`src/rtl/mac_reg_arbiter_if.sv`:
```
// Requester and MAC control-port signals of the register arbiter.
// slave = arbiter side, master = requesters plus MAC side.
interface mac_reg_arbiter_if #(
  parameter int N_REQ = 2
);
  logic [N_REQ-1:0]    req_valid;
  logic [N_REQ-1:0]    req_write;
  logic [8*N_REQ-1:0]  req_addr;
  logic [32*N_REQ-1:0] req_wdata;
  logic [N_REQ-1:0]    req_ready;
  logic [N_REQ-1:0]    rsp_valid;
  logic [31:0]         rsp_rdata;
  logic                rsp_err;
  logic [7:0]          mac_reg_addr;
  logic [31:0]         mac_reg_din;
  logic                mac_reg_rd;
  logic                mac_reg_wr;
  logic [31:0]         mac_reg_dout;
  logic                mac_reg_busy;
  logic                arb_busy;

  modport slave (
    input  req_valid, req_write, req_addr, req_wdata, mac_reg_dout, mac_reg_busy,
    output req_ready, rsp_valid, rsp_rdata, rsp_err,
           mac_reg_addr, mac_reg_din, mac_reg_rd, mac_reg_wr, arb_busy
  );

  modport master (
    output req_valid, req_write, req_addr, req_wdata, mac_reg_dout, mac_reg_busy,
    input  req_ready, rsp_valid, rsp_rdata, rsp_err,
           mac_reg_addr, mac_reg_din, mac_reg_rd, mac_reg_wr, arb_busy
  );
endinterface

```
`src/rtl/mac_reg_arbiter.sv`:
```
// Round-robin arbiter sharing the MAC control-register port; one transaction in flight.
// Accept -> strobe next cycle -> rsp pulse the cycle after completion; req_ready only in IDLE; busy timeout aborts with rsp_err.
module mac_reg_arbiter #(
  parameter int N_REQ          = 2,
  parameter int TIMEOUT_CYCLES = 1024
) (
  input  logic             clk,
  input  logic             rst,
  mac_reg_arbiter_if.slave bus
);
  localparam int GW = (N_REQ > 1) ? $clog2(N_REQ) : 1;
  localparam int CW = $clog2(TIMEOUT_CYCLES);
  localparam logic [CW-1:0] CNT_MAX = CW'(TIMEOUT_CYCLES - 1);

  typedef enum logic {IDLE, BUS} state_t;

  state_t        state, state_nxt;
  logic [GW-1:0] last_grant;
  logic [GW-1:0] owner;
  logic [GW-1:0] grant;
  logic          grant_vld;
  logic [GW:0]   scan;
  logic          wr_q;
  logic [7:0]    addr_q;
  logic [31:0]   wdata_q;
  logic [CW-1:0] cnt;
  logic          accept;
  logic          done;
  logic          abort;

  // Scan starts one past the last winner, wrapping at N_REQ.
  always_comb begin
    grant     = '0;
    grant_vld = 1'b0;
    scan      = '0;
    for (int k = 1; k <= N_REQ; k++) begin
      scan = {1'b0, last_grant} + (GW+1)'(k);
      if (scan >= (GW+1)'(N_REQ)) scan = scan - (GW+1)'(N_REQ);
      if (!grant_vld && bus.req_valid[scan[GW-1:0]]) begin
        grant     = scan[GW-1:0];
        grant_vld = 1'b1;
      end
    end
  end

  always_comb begin
    state_nxt     = state;
    accept        = 1'b0;
    done          = 1'b0;
    abort         = 1'b0;
    bus.req_ready = '0;
    bus.mac_reg_rd = 1'b0;
    bus.mac_reg_wr = 1'b0;
    bus.arb_busy  = 1'b0;
    case (state)
      IDLE: begin
        if (grant_vld) begin
          bus.req_ready = N_REQ'(1) << grant;
          accept        = 1'b1;
          state_nxt     = BUS;
        end
      end
      BUS: begin
        bus.arb_busy   = 1'b1;
        bus.mac_reg_rd = ~wr_q;
        bus.mac_reg_wr = wr_q;
        done  = ~bus.mac_reg_busy;
        abort = bus.mac_reg_busy && (cnt == CNT_MAX);
        if (done || abort) state_nxt = IDLE;
      end
      default: state_nxt = IDLE;
    endcase
  end

  assign bus.mac_reg_addr = addr_q;
  assign bus.mac_reg_din  = wdata_q;

  always_ff @(posedge clk) begin
    if (rst) begin
      state         <= IDLE;
      last_grant    <= GW'(N_REQ - 1);
      owner         <= '0;
      wr_q          <= 1'b0;
      addr_q        <= '0;
      wdata_q       <= '0;
      cnt           <= '0;
      bus.rsp_valid <= '0;
      bus.rsp_err   <= 1'b0;
      bus.rsp_rdata <= '0;
    end else begin
      state         <= state_nxt;
      bus.rsp_valid <= '0;
      bus.rsp_err   <= 1'b0;
      if (accept) begin
        owner      <= grant;
        last_grant <= grant;
        wr_q       <= bus.req_write[grant];
        addr_q     <= bus.req_addr[8*grant +: 8];
        wdata_q    <= bus.req_wdata[32*grant +: 32];
        cnt        <= '0;
      end else if (state == BUS && bus.mac_reg_busy) begin
        cnt <= cnt + 1'b1;
      end
      if (done || abort) begin
        bus.rsp_valid <= N_REQ'(1) << owner;
        bus.rsp_err   <= abort;
        // rdata keeps the last read value across writes and timeouts
        if (done && !wr_q) bus.rsp_rdata <= bus.mac_reg_dout;
      end
    end
  end
endmodule
```
`src/flat_wrapper.sv`:
```
// flat-port wrapper written by rule: the top's interface ports become plain ports
module mac_reg_arbiter_flat 
#(
  parameter int N_REQ          = 2,
  parameter int TIMEOUT_CYCLES = 1024
)
  (clk, rst, bus_req_valid, bus_req_write, bus_req_addr, bus_req_wdata, bus_mac_reg_dout, bus_mac_reg_busy, bus_req_ready, bus_rsp_valid, bus_rsp_rdata, bus_rsp_err, bus_mac_reg_addr, bus_mac_reg_din, bus_mac_reg_rd, bus_mac_reg_wr, bus_arb_busy);
  mac_reg_arbiter_if #(.N_REQ(N_REQ)) bus_i ();
  input  logic clk;
  input  logic rst;
  input wire logic [$bits(bus_i.req_valid)-1:0] bus_req_valid;
  input wire logic [$bits(bus_i.req_write)-1:0] bus_req_write;
  input wire logic [$bits(bus_i.req_addr)-1:0] bus_req_addr;
  input wire logic [$bits(bus_i.req_wdata)-1:0] bus_req_wdata;
  input wire logic [$bits(bus_i.mac_reg_dout)-1:0] bus_mac_reg_dout;
  input wire logic [$bits(bus_i.mac_reg_busy)-1:0] bus_mac_reg_busy;
  output wire logic [$bits(bus_i.req_ready)-1:0] bus_req_ready;
  output wire logic [$bits(bus_i.rsp_valid)-1:0] bus_rsp_valid;
  output wire logic [$bits(bus_i.rsp_rdata)-1:0] bus_rsp_rdata;
  output wire logic [$bits(bus_i.rsp_err)-1:0] bus_rsp_err;
  output wire logic [$bits(bus_i.mac_reg_addr)-1:0] bus_mac_reg_addr;
  output wire logic [$bits(bus_i.mac_reg_din)-1:0] bus_mac_reg_din;
  output wire logic [$bits(bus_i.mac_reg_rd)-1:0] bus_mac_reg_rd;
  output wire logic [$bits(bus_i.mac_reg_wr)-1:0] bus_mac_reg_wr;
  output wire logic [$bits(bus_i.arb_busy)-1:0] bus_arb_busy;
  assign bus_i.req_valid = bus_req_valid;
  assign bus_i.req_write = bus_req_write;
  assign bus_i.req_addr = bus_req_addr;
  assign bus_i.req_wdata = bus_req_wdata;
  assign bus_i.mac_reg_dout = bus_mac_reg_dout;
  assign bus_i.mac_reg_busy = bus_mac_reg_busy;
  assign bus_req_ready = bus_i.req_ready;
  assign bus_rsp_valid = bus_i.rsp_valid;
  assign bus_rsp_rdata = bus_i.rsp_rdata;
  assign bus_rsp_err = bus_i.rsp_err;
  assign bus_mac_reg_addr = bus_i.mac_reg_addr;
  assign bus_mac_reg_din = bus_i.mac_reg_din;
  assign bus_mac_reg_rd = bus_i.mac_reg_rd;
  assign bus_mac_reg_wr = bus_i.mac_reg_wr;
  assign bus_arb_busy = bus_i.arb_busy;
  mac_reg_arbiter #(.N_REQ(N_REQ), .TIMEOUT_CYCLES(TIMEOUT_CYCLES)) u_core (.clk(clk), .rst(rst), .bus(bus_i));
endmodule
```
`config.mk`:
```
export PLATFORM = sky130hd
export DESIGN_NAME = mac_reg_arbiter_flat
export DESIGN_NICKNAME = d
export VERILOG_FILES = /design/src/rtl/mac_reg_arbiter_if.sv /design/src/rtl/mac_reg_arbiter.sv /design/src/flat_wrapper.sv
export SDC_FILE = /design/constraint.sdc
export NUM_CORES = 1
export LEC_CHECK = 0
export ABC_AREA = 1
export CAP_MARGIN = 10
export CELL_PAD_IN_SITES_DETAIL_PLACEMENT = 1
export CELL_PAD_IN_SITES_GLOBAL_PLACEMENT = 1
export CORE_ASPECT_RATIO = 2
export CORE_MARGIN = 2
export CORE_UTILIZATION = 24
export DETAILED_ROUTE_END_ITERATION = 10
export PLACE_DENSITY = 0.74
export SLEW_MARGIN = 0
export SYNTH_ARGS = -nofsm -noshare
export SYNTH_HDL_FRONTEND = slang
export SYNTH_SLANG_ARGS = --single-unit
```
`constraint.sdc`:
```
create_clock -name clk -period 1.22 [get_ports clk]
set_clock_uncertainty 0.15 [all_clocks]
set_input_delay 0.122 -clock clk [delete_from_list [all_inputs] [get_ports clk]]
set_output_delay 0.122 -clock clk [all_outputs]
set_load 0.01 [all_outputs]
```
==> results of run 1 <==
==> cells by family (layout without fill, tap and decap cells) <==
group / count (synthesis) / after routing / share of synthesized area (%)
XOR/XNOR: 3 / 3 / 0.705
flip-flops: 89 / 89 / 47.8
adder cells (fa/ha/maj): 1 / 1 / 0.335
buffers and inverters: 48 / 285 / 6.54
AO/OA/AOI/OAI: 70 / 70 / 9.69
AND/OR/NAND/NOR: 315 / 315 / 35.0
==> cell type report <==
class	count	area, um2
timing repair buffer	255	2600
clock buffer	10	229
clock inverter	6	73.8
fill	1781	7720
tap	198	248
multi-input combinational	389	2440
sequential	89	1820
inverter	14	77.6
==> Yosys cell counts <==
library cell,instances
nand4_1,3
buf_1,3
nor3_1,1
nand3_1,74
buf_4,8
inv_2,3
nand2_1,217
inv_1,9
clkinv_1,2
dfxtp_1,89
buf_2,15
o21ai_1,1
ha_1,1
a21oi_1,67
buf_6,2
o21ai_0,1
xor2_1,3
clkbuf_1,6
nand2_2,2
o21ai_4,1
nor2_4,2
nor2_1,16
==> registers in the layout (all words and copies together) (netlist names) <==
signal                   flops
u_core.bus.mac_reg_din      32
u_core.bus.rsp_rdata        32
u_core.cnt                  10
u_core.bus.mac_reg_addr      8
u_core.bus.rsp_valid         2
u_core.bus.rsp_err           1
u_core.last_grant            1
u_core.owner                 1
u_core.state                 1
u_core.wr_q                  1
==> per-layer routing <==
layer | global-route usage [%] | up-vias | routed length [um]
met1 | 18.5 | 2166 | 5840
met2 | 38.5 | 144 | 10600
met3 | 3.72 | 23 | 720
li1 | - | 2167 | -
met4 | 8.18 | 0 | 473
met5 | 0 | - | 0
==> critical path, cell delays in order (launching register included) <==
cell,delay (ns)
dfxtp_4,0.38
inv_4,0.05
buf_6,0.11
nor2_4,0.10
buf_6,0.15
nand2_4,0.07
clkbuf_16,0.18
nand2_1,0.07
a21oi_1,0.06
==> stage by stage <==
stage / power [mW] / worst slack (ns) / hold WS, ns
detailed placement: 4.92 / -0.627 / 0.302
finish: 8.30 / -0.240 / 0.0436
CTS: 8.01 / -0.214 / 0.0547
global placement: 4.87 / -0.625 / 0.289
floorplan: 3.90 / 0.00322 / 0.113
global route: 8.70 / -0.286 / 0.0578
==> final timing paths <==
path              cells after the start                                      end  slack, ns
setup / recovery                      8     u_core.bus.rsp_rdata[6]$_SDFFE_PP0P_      -0.24
hold / removal                        3                  u_core.state$_SDFF_PP0_       0.04
setup reg to reg                      8     u_core.bus.rsp_rdata[6]$_SDFFE_PP0P_      -0.24
hold reg to reg                       2  u_core.bus.mac_reg_din[22]$_SDFFE_PP0P_       0.30
==> power by group <==
part	internal (mW)	switching (mW)	total, mW
Sequential	3.09	0.119	3.21
Clock	1.62	1.28	2.90
Combinational	1.13	1.07	2.20
==> repair_timing <==
item,in CTS,in global routing
pin swaps,19,45
buffers inserted,7,6
resized for setup,298,237
endpoints found under the setup margin,169,155
gates cloned,5,7
==> impl_results.md, run 1 <==
* Outcome: finished with violations
* Violated checks: setup timing
* Total gr overflow at 0
* Drt first pass iters at 4
* Routability Congestion at 0.730
* Max FO, Critical Path at 16
* CTS tree: built
* LEAKAGE at 3.17 nW
* Final WL at 17,600 um
* Hold Vio Cnt, Final at 0
* Hpwl dp at 11,200 um
* Tcrit/Tclk final at 120%
* Crit. End Element: flip-flop
* Rows at 64
* Layout cells sized above 1 at 45.9%
* Clk Latency, worst-skew pair at 0.34 ns
* Die width at 92.2 um
* Syn_nets at 646
* Number of buffers created by CTS at 9
* Vias per cell at 4.68
* Sequential area share after synthesis at 47.8%
* Sum Neg Setup Slack at -13.96 ns
* Core area at 15,200 um2
* Inst Count DP at 921
* Worst-path clk slew at 0.07 ns
* Type of the worst min-delay path: in2reg
* Critical path type: reg2reg
* VDD IR max at 0.000700 V
* Max Cap Viol at 0
* YS warnings at 0
* Measured slew at the worst slew-check pin at 0.470 ns
* Sink Count at 89
* Die area at 16,600 um2
* Diode count at 0
* Critical Path Start Type: flip-flop
* IO Count at 199
* Avg Synthesized Cell Area at 7.09 um2
* Leading area contributor after synthesis: dfxtp_1
* Area contributors post-synth: dfxtp_1 48%, nand2_1 22%, nand3_1 9.9%
* PnR worst setup slack at -0.240 ns
* Root Driver: clkbuf_16
* Clock Path Buffers at 2
* Final Setup Violations at 94
* Commonest non-fill, non-tap cell in the layout: clkdlybuf4s50_1
* RSZ-0062 raised after global routing: true
* Vias at 4,500
* Post-route ant nets at 0
* Hold-fix buffers, CTS at 0
* Worst EP required at 1.28 ns
* Initial antenna violation count at 0
* Netlist cell types at 22
* Die H at 180 um
* HP Start: rst
* Yosys reg bits at 89
* WL/cell at 18.3 um
* Number of cells produced by synthesis at 526
* First-pass GRT wire length at 25,000 um
* Critical Path Start: u_core.state$_SDFF_PP0_
* Post-DP Area at 6120 um2
* Largest net degree at the start of global routing at 33
* Starting Density at 24.5%
* # nets final at 878
* Vias in the first global route at 4,847
* Post-Layout Cell Count at 961
* PwrDens at 1110 nW/um2
* Relative slew slack at 68.7%
* Mapped cell area at 3730 um2
* Port buffer count at 198
* Post-layout min period at 1.46 ns
* Starting DRC count in detailed routing at 101
* WP data arrival at 1.52 ns
* Design area at 7490 um2
* DR DRC count at 0
* Yosys top cell area share at 47.8%
* Commonest non-fill, non-tap cells in the layout: 115 x clkdlybuf4s50_1, 110 x nand2_1, 75 x nand2_2, 65 x dfxtp_1, 58 x nand3_1
* Fmax at 685 MHz
* Max Slew Vio Count at 0
* Worst R2R Start: u_core.state$_SDFF_PP0_
* Post-Route Utilization at 49.2%
* Area grow syn2layout at 101%
* H-tree depth at 3
* Total GRT Usage at 19.3%
Note: power is estimated with default switching activity, not from simulation.
==> run 2, diff against run 1 <==
--- a/config.mk
+++ b/config.mk
@@ -11,5 +11,5 @@
 export CELL_PAD_IN_SITES_GLOBAL_PLACEMENT = 1
 export CORE_ASPECT_RATIO = 2
-export CORE_MARGIN = 2
+export CORE_MARGIN = 5
 export CORE_UTILIZATION = 24
 export DETAILED_ROUTE_END_ITERATION = 10
@@ -19,2 +19,3 @@
 export SYNTH_HDL_FRONTEND = slang
 export SYNTH_SLANG_ARGS = --single-unit
+export TNS_END_PERCENT = 1
--- a/constraint.sdc
+++ b/constraint.sdc
@@ -3,3 +3,3 @@
 set_input_delay 0.122 -clock clk [delete_from_list [all_inputs] [get_ports clk]]
 set_output_delay 0.122 -clock clk [all_outputs]
-set_load 0.01 [all_outputs]
+set_load 0.02 [all_outputs]
==> impl_results.md, run 2 (synthesis gave the netlist of run 1 again) <==
* Crit. End Element: output port
* Commonest non-fill, non-tap cell in the layout: nand2_1
* LEAKAGE at 2.78 nW (-12%)
* Routability Congestion at 0.798 (+9.3%)
* Starting Density at 24.4% (-0.13 points)
* Max FO, Critical Path at 3 (-13)
* Starting DRC count in detailed routing at 90 (-11%)
* Final Setup Violations at 94 (unchanged)
* Worst R2R Start: u_core.last_grant$_SDFFE_PP1P_
* Max Slew Vio Count at 0 (unchanged)
* Worst-path clk slew at 0.06 ns (about the same)
* CTS tree: built
* Sink Count at 89 (unchanged)
* Largest net degree at the start of global routing at 33 (unchanged)
* VDD IR max at 0.000786 V (+12%)
* Post-layout min period at 1.52 ns (+0.0569 ns)
* First-pass GRT wire length at 24,600 um (-1.7%)
* PnR worst setup slack at -0.297 ns (-0.0569 ns)
* Die area at 18,300 um2 (+10%)
* Drt first pass iters at 4 (unchanged)
* IO Count at 199 (unchanged)
* Violated checks: setup timing
* Layout cells sized above 1 at 25.5% (-20 points)
* HP Start: rst
* Design area at 6400 um2 (-15%)
* Measured slew at the worst slew-check pin at 0.376 ns (-0.0937 ns)
* # nets final at 863 (-1.7%)
* Post-place setup slack at -0.851 ns (-0.225 ns)
* Root Driver: clkbuf_16
* Vias at 4,312 (-4.2%)
* Critical path type: reg2out
* Outcome: finished with violations
* H-tree depth at 3 (unchanged)
* Vias per cell at 4.55 (-2.8%)
* Tcrit/Tclk final at 124% (+4.7 points)
* RSZ-0062 raised after global routing: true
* Hold Vio Cnt, Final at 0 (unchanged)
* Die H at 186 um (+3.3%)
* Die width at 98.2 um (+6.5%)
* Commonest non-fill, non-tap cells in the layout: 209 x nand2_1, 115 x clkdlybuf4s50_1, 85 x dfxtp_1, 71 x buf_2, 62 x nand3_1
* Number of buffers created by CTS at 9 (unchanged)
* Clock Path Buffers at 2 (unchanged)
* Hold path endpoint: u_core.bus.rsp_valid[1]$_SDFF_PP0_
* Post-Layout Cell Count at 947 (-1.5%)
* Fmax at 659 MHz (-3.7%)
* Clk Latency, worst-skew pair at 0.33 ns (about the same)
* R2R depth at 9 (+1)
* Port buffer count at 198 (unchanged)
* Vias in the first global route at 4,766 (-1.7%)
* Hold Path Cell Cnt at 4 (+1)
* WP data arrival at 1.25 ns (-0.27 ns)
* R2R Setup Slk at -0.23 ns (about the same)
* Relative slew slack at 74.9% (+6.2 points)
* RR Endpoint: u_core.owner$_SDFFE_PP0P_
* Hpwl dp at 11,500 um (+2.5%)
* Core area at 15,300 um2 (+0.53%)
* Critical Path Start Type: flip-flop
* Initial antenna violation count at 1 (+1)
* Post-DP Area at 6110 um2 (-0.16%)
* WL/cell at 16.1 um (-12%)
* Inst Count DP at 919 (-0.22%)
* Type of the worst min-delay path: in2reg
* Max Cap Viol at 0 (unchanged)
* Rows at 64 (unchanged)
* DR DRC count at 0 (unchanged)
* Total GRT Usage at 16.6% (-2.7 points)
* Area grow syn2layout at 71.6%
* FILL cells at 1,869 (+4.9%)
* Worst EP required at 0.95 ns (-0.33 ns)
* PwrDens at 1180 nW/um2 (+6.6%)
* Post-route ant nets at 0 (unchanged)
* Final WL at 15,300 um (-13%)
* Total gr overflow at 0 (unchanged)
==> run 2: worst max path at each step <==
| stage | endpoint | start | cells after the start | slack [ns] |
|---|---|---|---|---|
| 3_5_place_dp | u_core.cnt[4]$_SDFFE_PP0P_ | bus_req_valid[0] | 9 | -0.85 |
| 3_3_place_gp | u_core.cnt[4]$_SDFFE_PP0P_ | bus_req_valid[0] | 9 | -0.75 |
| 6_report | bus_req_ready[1] | u_core.last_grant$_SDFFE_PP1P_ | 6 | -0.30 |
| 4_1_cts | bus_req_ready[1] | u_core.last_grant$_SDFFE_PP1P_ | 6 | -0.33 |
| 5_1_grt | bus_req_ready[1] | u_core.last_grant$_SDFFE_PP1P_ | 6 | -0.37 |
| 2_1_floorplan | u_core.cnt[9]$_SDFFE_PP0P_ | u_core.state$_SDFF_PP0_ | 7 | -0.009 |
==> run 2: worst max-delay path, cell delays in order (launching register included) <==
cell	delay (ns)
dfxtp_2	0.33
nand2_2	0.08
nand2_4	0.07
buf_12	0.13
nor2_4	0.09
buf_6	0.12
buf_6	0.11
==> run 2: layer usage <==
layer	routed length [um]	share of wire, %	up-vias	GRT usage [%]
li1	-	-	2132	-
met1	5250	34	2020	15.4
met2	8960	59	143	34.0
met3	715	4.7	17	3.40
met4	348	2.3	0	6.05
met5	0	0	-	0
==> run 2: cell type report <==
class | count | area [um2] | share of cell area [%]
clock buffers | 12 | 246 | 3.85
clock inverters | 4 | 27.5 | 0.430
diodes | 1 | 2.50 | 0.0391
well taps | 198 | 248 | 3.87
inverters | 14 | 65.1 | 1.02
repair buffers | 240 | 2120 | 33.1
multi-input cells | 389 | 1900 | 29.7
flip-flops and latches | 89 | 1790 | 28.0
==> run 2: where the power goes <==
group / total, mW / internal (mW) / switching (mW) / leakage [nW]
Sequential: 3.19 / 3.08 / 0.101 / 0.729
Combinational: 1.81 / 0.868 / 0.944 / 1.92
Clock: 2.56 / 1.44 / 1.12 / 0.133
==> run 2: through the flow <==
step,TNS (ns),hold WS (ns),power [mW],utilization (%)
after floorplan,-0.0977,0.113,4.04,-
after global placement,-45.95,0.288,5.01,39.9
after detailed placement,-49.72,0.303,5.06,39.9
after CTS,-12.49,0.0720,7.66,41.3
after global routing,-19.93,0.116,7.99,41.8
final,-11.83,0.0735,7.56,41.8
==> run 2: what timing repair did <==
action / CTS / global route
setup endpoints to repair: 167 / 107
cloned: 2 / 0
buffers inserted: 7 / 1
resized for setup: 328 / 51
pin swaps: 18 / 14
endpoints found under the hold margin: 3 / 0
hold buffers: 1 / 0
